[src/rtl/fluxo_pkg.sv]
// Shared definitions for the multiplier datapath and its controller:
// state encoding, default operand widths and the {SAIDA,LOAD} command encoding.
package fluxo_pkg;

    localparam int N_DEF = 8;
    localparam int M_DEF = 8;

    typedef enum logic [1:0] {
        OCIOSO    = 2'b00,
        SOMANDO   = 2'b01,
        CONCLUIDO = 2'b10
    } estado_t;

    // Bit 1 is SAIDA, bit 0 is LOAD; both set means LOAD wins.
    typedef enum logic [1:0] {
        CMD_NADA  = 2'b00,
        CMD_LOAD  = 2'b01,
        CMD_SAIDA = 2'b10,
        CMD_AMBOS = 2'b11
    } comando_t;

endpackage

[src/rtl/fluxo_dados.sv]
// Repeated-addition multiplier datapath: loads A/B, adds B into the accumulator
// while AR counts down, and publishes the product on the SAIDA command.
module fluxo_dados
    import fluxo_pkg::*;
#(
    parameter int N = N_DEF,
    parameter int M = M_DEF
) (
    input  logic           CLK,
    input  logic           RESET,
    input  logic           LOAD,
    input  logic           SAIDA,
    input  logic [N-1:0]   A,
    input  logic [M-1:0]   B,
    output logic [N-1:0]   AR,
    output logic [N+M-1:0] RESULTADO,
    output logic           VALIDO,
    output logic           OCUPADO,
    output logic           ERRO
);

    estado_t          state_reg, state_next;
    logic [N-1:0]     ar_reg, ar_next;
    logic [M-1:0]     br_reg, br_next;
    logic [N+M-1:0]   acc_reg, acc_next;
    logic [N+M-1:0]   resultado_reg, resultado_next;
    logic             valido_reg, valido_next;
    logic             ocupado_reg, ocupado_next;
    logic             erro_reg, erro_next;
    comando_t         cmd;

    assign cmd = comando_t'({SAIDA, LOAD});

    always_ff @(posedge CLK or posedge RESET) begin
        if (RESET) begin
            state_reg     <= OCIOSO;
            ar_reg        <= '0;
            br_reg        <= '0;
            acc_reg       <= '0;
            resultado_reg <= '0;
            valido_reg    <= 1'b0;
            ocupado_reg   <= 1'b0;
            erro_reg      <= 1'b0;
        end else begin
            state_reg     <= state_next;
            ar_reg        <= ar_next;
            br_reg        <= br_next;
            acc_reg       <= acc_next;
            resultado_reg <= resultado_next;
            valido_reg    <= valido_next;
            ocupado_reg   <= ocupado_next;
            erro_reg      <= erro_next;
        end
    end

    always_comb begin
        state_next     = state_reg;
        ar_next        = ar_reg;
        br_next        = br_reg;
        acc_next       = acc_reg;
        resultado_next = resultado_reg;
        valido_next    = 1'b0;
        erro_next      = erro_reg;

        case (cmd)
            CMD_LOAD, CMD_AMBOS: begin
                ar_next    = A;
                br_next    = B;
                acc_next   = '0;
                erro_next  = 1'b0;
                state_next = SOMANDO;
            end
            CMD_SAIDA: begin
                if (state_reg == SOMANDO) begin
                    // Publishing early is flagged but the partial sum still goes out.
                    resultado_next = acc_reg;
                    valido_next    = 1'b1;
                    if (ar_reg != '0)
                        erro_next = 1'b1;
                    state_next = CONCLUIDO;
                end
            end
            default: begin
                if (state_reg == SOMANDO && ar_reg != '0) begin
                    acc_next = acc_reg + (N+M)'(br_reg);
                    ar_next  = ar_reg - 1'b1;
                end
            end
        endcase

        ocupado_next = (state_next == SOMANDO);
    end

    assign AR        = ar_reg;
    assign RESULTADO = resultado_reg;
    assign VALIDO    = valido_reg;
    assign OCUPADO   = ocupado_reg;
    assign ERRO      = erro_reg;

endmodule

[config.mk]
export PLATFORM = sky130hd
export DESIGN_NAME = fluxo_dados
export DESIGN_NICKNAME = d
export VERILOG_FILES = /design/src/rtl/fluxo_pkg.sv /design/src/rtl/fluxo_dados.sv
export SDC_FILE = /design/constraint.sdc
export NUM_CORES = 1
export LEC_CHECK = 0
export ABC_AREA = 1
export BUFFER_PORTS_ARGS = -buffer_cell sky130_fd_sc_hd__buf_2
export CAP_MARGIN = 10
export CORE_ASPECT_RATIO = 1.5
export CORE_MARGIN = 2
export CORE_UTILIZATION = 35
export DETAILED_ROUTE_END_ITERATION = 12
export PLACE_DENSITY = 0.63
export REMOVE_ABC_BUFFERS = 1
export SLEW_MARGIN = 20
export SYNTH_ARGS = -nofsm -noshare
export SYNTH_HDL_FRONTEND = slang
export SYNTH_SLANG_ARGS = --single-unit
[constraint.sdc]
create_clock -name CLK -period 2.7 [get_ports CLK]
set_clock_uncertainty 0.15 [all_clocks]
set_input_delay 0.135 -clock CLK [delete_from_list [all_inputs] [get_ports CLK]]
set_output_delay 0.135 -clock CLK [all_outputs]
set_load 0.03 [all_outputs]
# Yosys cells after proc, flatten, opt, wreduce, memory -nomap -nowiden
# Cells that the tools add are included.
# Widths: inputs -> output; s select.
# word_totals
output_inout_bits	27
regBits	53
# classes
n_reduce_logical	8
n_addsub	2
eq_ne	7
n_bitwise	1
muxes	11
# ops
operator	n
$pmux 16 s2	1
$add 16x8->16	1
$mux 16	1
$pmux 8 s2	1
$mux 8	1
$reduce_bool 8->1	1
$sub 8x1->8 const B	1
$eq 2x1->1 const B	3
$eq 2x2->1 const B	2
$mux 1	4
$ne 2x2->1 const B	2
$pmux 2 s2	1
$reduce_and 2->1	2
$reduce_bool 2->1	2
$reduce_and 3->1	1
$mux 2	1
$pmux 1 s2	1
$reduce_or 2->1	1
$logic_and 1x1->1	1
$not 1->1	1

# Depth between registers and ports, before layout
# Gate-level depths: netlist (run 1).
# logic_depth
ltp_word	4
depth_mapped	12
ltp_nobuf	12

# Worst setup path after synthesis (run 1)
# No wires, ideal clock.
# synth_path
path_type	reg2reg
startpoint	register ar_reg[0] (netlist: AR[0])
endpoint	register acc_reg[11]
arrival_ps	1536
setup_ps	119
path_stages_with_launch	11
required_ps	2431
path_buffers	1
path_slack_ps	895
path_cell_list	dfrtp_1 -> inv_1 -> ha_1 -> inv_1 -> nor3_1 -> nand2_2 -> nand2_2 -> nand2_4 -> buf_6 -> a21oi_1 -> nor2_1
# synth_via
elab_chain_cells	4
# synth_lines
item	line	source
from (decl)	fluxo_dados.sv:23	logic [N-1:0] ar_reg, ar_next;
from (signal assigned)	fluxo_dados.sv:46	ar_reg <= ar_next;
$reduce_bool 8->1	fluxo_dados.sv:84	if (state_reg == SOMANDO && ar_reg != '0) begin
$logic_and 1x1->1	fluxo_dados.sv:84	
$reduce_bool 2->1 (no source line)	--	
$reduce_and 2->1 (no source line)	--	
to (signal assigned)	fluxo_dados.sv:48	acc_reg <= acc_next;
to (decl)	fluxo_dados.sv:25	logic [N+M-1:0] acc_reg, acc_next;
# Every way passes these cells.
# A chain may end at the register's enable or synchronous reset.

# Worst setup path after layout (run 1)
# layout_path
startpoint	register br_reg[0]
endpoint	register acc_reg[12]
# layout_via
elab_chain_cells	3
# layout_lines
item	line	source
from (decl)	fluxo_dados.sv:24	logic [M-1:0] br_reg, br_next;
from (signal assigned)	fluxo_dados.sv:47	br_reg <= br_next;
$add 16x8->16	fluxo_dados.sv:85	acc_next = acc_reg + (N+M)'(br_reg);
$mux 16	fluxo_dados.sv:84	
$pmux 16 s2	fluxo_dados.sv:65	case (cmd)
# Every way passes these cells. The select of a mux whose other input is x is not followed.

==> metrics.md, run 1 <==
| Metric | Value |
|---|---|
| Most common cell after layout, fill and taps aside | `nand2_1` |
| Slew Limit Fails | `0` |
| Resized cells post-CTS | `0` |
| Remaining antenna violation count | `0` |
| Relative slew slack | `54.7%` |
| Die Y | `116 um` |
| Fin nets | `456` |
| CP startpoint kind | `register` |
| Synth top area cells | `dfrtp_1 46%, nand2_1 16%, inv_1 5.7%` |
| Syn_area_per_cell | `8.04 um2` |
| Cell variety after synth | `34` |
| Total track usage | `16.5%` |
| RSZ-0062 raised after global routing | `no` |
| Core area | `0.00806 mm2` |
| CP max-delay cell | `fa_1` |
| Peak supply drop | `401 uV` |
| Leading area contributor after synthesis | `dfrtp_1` |
| Initial antenna violation count | `0` |
| Share of the synthesized area in the top cell type | `45.6%` |
| Post-layout util | `44.2%` |
| Total clock sinks | `53` |
| DRT Pass-1 Iters | `4` |
| F_max | `509 MHz` |
| Pwr per Cell Area | `612 mW/mm2` |
| Die width | `78.4 um` |
| Least-Margin Pin Slew | `0.675 ns` |
| Setup CP Type | `reg2reg` |
| Final Hold Fails | `0` |
| Post-Syn Area | `0.00291 mm2` |
| Buf/Inv on CP | `2` |
| Most frequent cells in the layout | `122 x nand2_1, 53 x dfrtp_1, 46 x buf_2, 43 x inv_1, 21 x nor2_1` |
| Largest stage delay on the critical path | `0.40 ns` |
| H-Tree Level Count | `2` |
| Seq/Total Area, Yosys | `45.6%` |
| Largest net degree at the start of global routing | `36` |
| Outcome | `completed` |
| CP Cell Sequence | `ha_1 -> inv_1 -> fa_1 -> inv_1 -> nand3_1 -> nand3_1 -> nand2_1 -> nand2_1 -> nand3_1 -> nand2_1 -> nand2_1 -> nor2_1` |
| Root Buffer | `clkbuf_16` |
| Post-Syn Instances | `362` |
| Starting density of the core | `36.1%` |
| Via count | `2560` |
| Critical Path Most Common Cell | `nand2_1` |
| Final min period | `1.97 ns` |
| Gr ovfl total | `0` |
| Area grow syn2layout | `22.3%` |
| Clock tree buffer depth | `2` |
| Die ar. | `0.00907 mm2` |
| Vias in the first global route | `2659` |
| Post-Route WL | `6760 um` |
| PortBufs | `46` |
| Cell Rows | `40` |
| Worst path required time | `2.78 ns` |
| Setup TNS | `0 ns` |
| CTS Buf Count | `5` |
| Min-Delay Path Class | `in2reg` |
| Share of cells above drive strength 1 | `20.0%` |
| Finish-stage setup viols | `0` |
| TritonCTS clock tree | `yes` |
| DPL Wire Length | `4920 um` |
| CP endpoint kind | `register` |
| Clock Latency Late Sink | `0.30 ns` |
| RePlAce Congestion | `0.895` |
| Antenna cells | `0` |
| Wire length per cell | `12.7 um` |
| CTS clk-pin slew, worst paths | `0.07 ns` |
| Non-filler instance count after layout | `531` |
| Crit path max fanout | `2` |
| Post-synthesis register bit count | `53` |
| Max Cap Viol | `0` |
| Placed Instances | `506` |
| Period utilisation layout | `72.8%` |
| Initial DRC Count | `133` |
| Static leakage | `1.89 nW` |
| First-pass GRT wire length | `11900 um` |
| CP Data Arrival Time | `2.05 ns` |
| DRC Markers | `0` |
| I/O pin count | `47` |
| Synth warnings | `0` |
| Drt via density | `4.82` |
| Crit-path leading delay family | `simple AND/OR/NAND/NOR gates` |
-- worst reg2reg max path, delay by kind of cell (launching register included) --
family / cells / cell delay (ns)
adders and majority gates: 2 / 0.57
and+or+nand+nor: 8 / 0.65
buffers and inverters: 2 / 0.15
DFF: 1 / 0.37
-- Yosys cell counts (all sizes together) --
library cell and number:
a21boi 1, a21o 1, a21oi 16, a22o 1, a31oi 2, buf 10
dfrtp 53, fa 1, ha 10, inv 46, nand2 126, nand3 19
nand3b 2, nand4 5, nor2 22, nor3 4, nor3b 1, o211ai 2
o21ai 23, o22ai 7, or2 4, xnor2 2, xor2 4
-- where the power goes --
group	switching [mW]	internal (mW)	leakage (nW)	total (mW)
clock	0.295	0.463	0.0831	0.758
sequential	0.0586	0.864	0.692	0.923
combinational	0.330	0.167	1.12	0.498
-- area by class of cell --
type                    instances  area (um2)
repair buffers                 66         423
fillers                       813        4500
inverters                      46         173
well taps                     105         131
clock inverters                 2        37.5
clock buffers                   6         139
multi-input cells             253        1330
flip-flops and latches         53        1330
-- metrics by stage --
stage	total power [mW]	setup WS [ns]	hold WS (ns)	instance area (um2)
global route	2.29	0.492	0.00740	3560
CTS	2.20	0.723	0.00522	3560
floorplan	1.27	0.811	0.0481	2830
finish	2.18	0.734	0.00971	3560
detailed placement	1.42	0.741	0.0105	3210
global placement	1.40	0.808	-0.000820	3210
-- final timing paths --
check                                    from            end  slack [ns]  depth (start not counted)
worst max-delay path                br_reg[0]    acc_reg[12]        0.73                         12
worst min-delay path                     A[0]          AR[0]        0.01                          3
worst max register to register      br_reg[0]    acc_reg[12]        0.73                         12
worst min register to register  RESULTADO[15]  RESULTADO[15]        0.32                          2
max in group asynchronous               RESET   RESULTADO[9]        1.55                          4
min in group asynchronous               RESET          AR[4]        0.25                          3
-- metal layers --
metal	GRT usage, %	share of wire [%]
met2	29.7	51
met4	8.42	2.4
met5	0	0
met1	18.5	42
met3	3.35	4.3
-- cells by family after synthesis --
family,share of synthesized area [%]
and+or+nand+nor,27.6
buffers and inverters,8.73
AOI/OAI and AO/OA,11.3
DFF,45.6
adders and majority gates,4.99
xor gates and xnor gates,1.81
-- timing repair --
item	4_1_cts	5_1_grt
hold endpoints to repair	34	0
setup buffers	0	0
hold buffers	17	0
Power figures use the tool's default switching activity.
==> run 2: changes to the inputs <==
--- a/config.mk
+++ b/config.mk
@@ -12,7 +12,7 @@
 export CORE_MARGIN = 2
 export CORE_UTILIZATION = 35
 export DETAILED_ROUTE_END_ITERATION = 12
-export PLACE_DENSITY = 0.63
+export PLACE_DENSITY = 0.65
 export REMOVE_ABC_BUFFERS = 1
 export SLEW_MARGIN = 20
 export SYNTH_ARGS = -nofsm -noshare
==> constraint.sdc (replaced) <==
create_clock -name CLK -period 1.65 [get_ports CLK]
set_clock_uncertainty 0.15 [all_clocks]
set_input_delay 0.0825 -clock CLK [delete_from_list [all_inputs] [get_ports CLK]]
set_output_delay 0.0825 -clock CLK [all_outputs]
set_load 0.03 [all_outputs]
==> metrics.md, run 2 (synthesis results as in run 1) <==
| Metric | Value |
|---|---|
| PnR Total Power | `3.94 mW` |
| Outcome | `finished with violations` |
| PortBufs | `46` |
| Tightest hold margin | `0.182 ns` |
| Largest net degree at the start of global routing | `36` |
| TritonCTS clock tree | `yes` |
| Static leakage | `2.12 nW` |
| CTS Buf Count | `5` |
| Starting density of the core | `36.1%` |
| Clock power frac | `31.7%` |
| Finish-stage setup viols | `11` |
| I/O pin count | `47` |
| Non-filler instance count after layout | `575` |
| Psw | `1.27 mW` |
| Crit path max fanout | `4` |
| Antenna cells | `0` |
| Sw frac | `32.1%` |
| Share of cells above drive strength 1 | `39.6%` |
| DRT Pass-1 Iters | `6` |
| Peak supply drop | `682 uV` |
| Setup TNS | `-1.01 ns` |
| R2r startpoint | `br_reg[0]` |
| Most frequent cells in the layout | `106 x nand2_1, 53 x dfrtp_1, 46 x buf_2, 35 x buf_4, 33 x inv_1` |
| Placed Instances | `534` |
| RSZ-0062 raised after global routing | `yes` |
| Cell Rows | `40` |
| Fin worst setup slack | `-0.159 ns` |
| CP startpoint kind | `register` |
| Part of the power in registers | `38.3%` |
| Setup CP Type | `reg2reg` |
| Die Y | `116 um` |
| CP endpoint kind | `register` |
| Max Cap Viol | `0` |
| Via count | `2784` |
| Clock tree buffer depth | `2` |
| Worst setup path endpoint | `acc_reg[10]` |
| Remaining antenna violation count | `0` |
| Total clock sinks | `53` |
| Die width | `78.4 um` |
| Critical Path Source | `br_reg[0]` |
| RePlAce Congestion | `0.834` |
| Slew Limit Fails | `0` |
| CP Data Arrival Time | `1.86 ns` |
| Final Hold Fails | `0` |
| Post-layout util | `52.9%` |
| Least-Margin Pin Slew | `0.523 ns` |
| Pwr per Cell Area | `923 mW/mm2` |
| Worst path required time | `1.70 ns` |
| Min-Delay Path Class | `in2async` |
| Combinational share of power | `30.0%` |
| Violated checks | `negative setup slack` |
| Fin nets | `500` |
| Initial DRC Count | `122` |
| Reg-to-reg setup timing slack | `-0.16 ns` |
| Post-Route WL | `7890 um` |
| Die ar. | `0.00907 mm2` |
| R2r endpoint | `acc_reg[10]` |
| DRC Markers | `0` |
| First-pass GRT wire length | `12800 um` |
| Wire length per cell | `13.7 um` |
| Initial antenna violation count | `0` |
| Core area | `0.00806 mm2` |
| Most common cell after layout, fill and taps aside | `nand2_1` |
| Gr ovfl total | `0` |
| Total track usage | `18.1%` |
| Vias in the first global route | `2907` |
| Area grow syn2layout | `46.6%` |
| DPL Wire Length | `4890 um` |
| Clock Latency Late Sink | `0.31 ns` |
| H-Tree Level Count | `2` |
| Drt via density | `4.84` |
| Period utilisation layout | `110%` |
| P_int | `2.67 mW` |
| Root Buffer | `clkbuf_16` |
| CTS clk-pin slew, worst paths | `0.07 ns` |
| Relative slew slack | `65.1%` |
| Final min period | `1.81 ns` |
| F_max | `553 MHz` |
| Reg2Reg Depth | `11` |
==> run 2: what timing repair did <==
action                     in CTS  in global routing
pin swaps                      12                  9
resized for setup              35                 45
hold buffers                   19                  0
hold endpoints to repair       37                  0
cloned                          2                  2
setup endpoints to repair      24                 24
buffers inserted                4                  6
==> run 2: worst min path at each step <==
stage	from	endpoint	slack, ns	depth (start not counted)
6_report	RESET	AR[7]	0.18	3
5_1_grt	RESET	AR[5]	0.22	3
4_1_cts	RESET	acc_reg[11]	0.19	3
3_5_place_dp	RESET	AR[6]	-0.04	2
3_3_place_gp	RESET	AR[6]	-0.05	2
2_1_floorplan	LOAD	state_reg[1]	-0.004	1
==> run 2: routing by layer <==
layer  global-route usage, %  part of all wire, %  vias up
met1                    18.9                   40     1325
met3                    2.26                  3.1       16
li1                        -                    -     1374
met4                    9.12                  2.8        0
met2                    35.1                   54       69
met5                       0                    0        -
==> run 2: power by group through the flow <==
stage	clock, mW	combinational, mW	sequential [mW]
floorplan	0	0.418	1.66
global placement	0	0.916	1.51
detailed placement	0	0.930	1.51
CTS	1.27	1.07	1.50
global route	1.32	1.28	1.52
finish	1.25	1.18	1.51
==> run 2: area by class of cell <==
class,count,area (um2)
Clock buffer,7,143
Timing Repair Buffer,106,759
Fill cell,743,3790
Sequential cell,53,1330
Tap cell,105,131
Multi-Input combinational cell,257,1700
Clock inverter,1,30.0
Inverter,46,179
==> run 2: critical path: stages (launching register included) <==
cell and delay [ns]:
dfrtp_1 0.35, ha_2 0.19, inv_2 0.04, fa_2 0.35
inv_2 0.07, nand2_1 0.05, nand3b_1 0.19, nand2_1 0.10
nand2_2 0.08, nand3_2 0.05, nand2_1 0.06, nor2_1 0.04
==> run 2: metrics by stage <==
step                      setup WS, ns  area, um2
after floorplan                 -0.239       2830
after global placement          -0.216       3430
after detailed placement        -0.248       3430
after CTS                       -0.139       4030
after global routing            -0.290       4270
final                           -0.159       4270
==> run 3: changes to the inputs <==
--- a/config.mk
+++ b/config.mk
@@ -10,9 +10,9 @@
 export CAP_MARGIN = 10
 export CORE_ASPECT_RATIO = 1.5
 export CORE_MARGIN = 2
-export CORE_UTILIZATION = 35
+export CORE_UTILIZATION = 51
 export DETAILED_ROUTE_END_ITERATION = 12
-export PLACE_DENSITY = 0.65
+export PLACE_DENSITY = 0.85
 export REMOVE_ABC_BUFFERS = 1
 export SLEW_MARGIN = 20
 export SYNTH_ARGS = -nofsm -noshare
==> metrics.md, run 3 (synthesis results as in run 1) <==
| Metric | Value |
|---|---|
| Static leakage | `2.16 nW` |
| Remaining antenna violation count | `0` |
| Most common cell after layout, fill and taps aside | `nand2_1` |
| Reg area | `0.00133 mm2` |
| Wire length per cell | `19.1 um` |
| Fin nets | `509` |
| Clock tree buffer depth | `2` |
| TritonCTS clock tree | `yes` |
| Pwr per Cell Area | `863 mW/mm2` |
| Clock power frac | `23.2%` |
| Tightest hold margin | `0.174 ns` |
| I/O pin count | `47` |
| Slew Limit Fails | `0` |
| Largest net degree at the start of global routing | `54` |
| Peak supply drop | `914 uV` |
| Relative slew slack | `79.2%` |
| Finish-stage setup viols | `24` |
| First-pass GRT wire length | `14100 um` |
| CTS Buf Count | `5` |
| F_max | `483 MHz` |
| CP Data Arrival Time | `2.16 ns` |
| Largest stage delay on the critical path | `0.39 ns` |
| Final Hold Fails | `0` |
| Root Buffer | `clkbuf_8` |
| CTS clk-pin slew, worst paths | `0.10 ns` |
| Setup CP Type | `reg2reg` |
| Die ar. | `0.00634 mm2` |
| Post-Route WL | `10500 um` |
| Min-Delay Path Class | `in2async` |
| Total clock sinks | `53` |
| Psw | `1.37 mW` |
| CP max-delay cell | `dfrtp_1` |
| H-Tree Level Count | `2` |
| Multi-input gate area | `0.00175 mm2` |
| Worst path required time | `1.74 ns` |
| Combinational share of power | `35.8%` |
| Die width | `65.7 um` |
| CP endpoint kind | `register` |
| Crit-path leading delay family | `simple AND/OR/NAND/NOR gates` |
| DRC Markers | `0` |
| Initial DRC Count | `293` |
| Total track usage | `29.6%` |
| Violated checks | `negative setup slack` |
| Cell Rows | `33` |
| Gr ovfl total | `0` |
| DPL Wire Length | `4690 um` |
| DRT Pass-1 Iters | `11` |
| Antenna cells | `0` |
| Via count | `3198` |
| RSZ-0062 raised after global routing | `yes` |
| Most frequent cells in the layout | `103 x nand2_1, 53 x dfrtp_1, 46 x buf_2, 45 x buf_4, 33 x inv_1` |
| Part of the power in registers | `41.0%` |
| P_int | `2.33 mW` |
| Die Y | `96.5 um` |
| Initial antenna violation count | `0` |
| Area grow syn2layout | `47.3%` |
| Vias in the first global route | `3095` |
| CP Cell Sequence | `ha_2 -> inv_2 -> fa_2 -> inv_2 -> nand2_1 -> nand3b_1 -> nand2_1 -> nand2_2 -> nand3_1 -> nand2_1 -> nor2_1` |
| Period utilisation layout | `125%` |
| Crit path max fanout | `4` |
| Core area | `0.00549 mm2` |
| Share of cells above drive strength 1 | `42.4%` |
| Fin worst setup slack | `-0.420 ns` |
| Critical Path Most Common Cell | `nand2_1` |
| Starting density of the core | `53.0%` |
| FILL cells | `308` |
| Buf/Inv on CP | `2` |
| Max Cap Viol | `0` |
| CP startpoint kind | `register` |
| Outcome | `finished with violations` |
| Setup TNS | `-3.40 ns` |
| Least-Margin Pin Slew | `0.311 ns` |
| Final min period | `2.07 ns` |
| PortBufs | `46` |
| Clock Latency Late Sink | `0.34 ns` |
| RePlAce Congestion | `0.819` |
| Sw frac | `36.9%` |
| Drt via density | `5.83` |
-- run 3: final cells by class --
class | instances | share of cell area, %
Timing Repair Buffer | 115 | 19.4
Inverter | 46 | 4.35
Clock buffer | 7 | 2.25
Sequential cell | 53 | 31.0
Multi-Input combinational cell | 257 | 40.9
Tap cell | 70 | 2.04
Clock inverter | 1 | 0.117
-- run 3: per-stage QoR --
step	power [mW]	instances	worst slack (ns)	utilization (%)	instance area, um2
floorplan	2.08	352	-0.239	-	2830
global placement	2.39	497	-0.209	61.7	3390
detailed placement	2.43	497	-0.306	61.7	3390
CTS	3.39	534	-0.180	71.7	3940
global route	3.85	549	-0.458	78.0	4280
finish	3.70	549	-0.420	78.0	4280
-- run 3: power groups by stage --
stage | Combinational [mW] | Sequential, mW | Clock (mW)
6_report | 1.32 | 1.52 | 0.857
5_1_grt | 1.41 | 1.53 | 0.914
4_1_cts | 1.07 | 1.50 | 0.815
3_5_place_dp | 0.921 | 1.51 | 0
3_3_place_gp | 0.890 | 1.50 | 0
2_1_floorplan | 0.418 | 1.66 | 0
-- run 3: repair_timing --
item | in CTS | in global routing
pin swaps | 19 | 28
setup buffers | 8 | 13
hold buffers | 19 | 0
hold endpoints to repair | 72 | 0
endpoints found under the setup margin | 24 | 24
resized for setup | 36 | 58
gates cloned | 2 | 2
-- run 3: metal layers --
| layer | vias up | track usage, % | share of wire, % |
|---|---|---|---|
| li1 | 1387 | - | - |
| met1 | 1530 | 30.9 | 33 |
| met2 | 206 | 53.9 | 53 |
| met3 | 75 | 5.45 | 6.6 |
| met4 | 0 | 18.6 | 7.7 |
| met5 | - | 0 | 0 |
-- run 3: final timing paths --
path / end / slack (ns) / startpoint / cells past startpoint
setup / recovery: acc_reg[14] / -0.42 / br_reg[0] / 11
hold / removal: RESULTADO[0] / 0.17 / RESET / 4
setup reg to reg: acc_reg[14] / -0.42 / br_reg[0] / 11
hold reg to reg: RESULTADO[10] / 0.32 / RESULTADO[10] / 2
max in group asynchronous: acc_reg[4] / 0.92 / RESET / 4
min in group CLK: RESULTADO[10] / 0.32 / RESULTADO[10] / 2
-- run 3: tightest hold or removal path: cells and delay by family --
kind,cells,cell delay [ns]
buf+inv,4,0.99
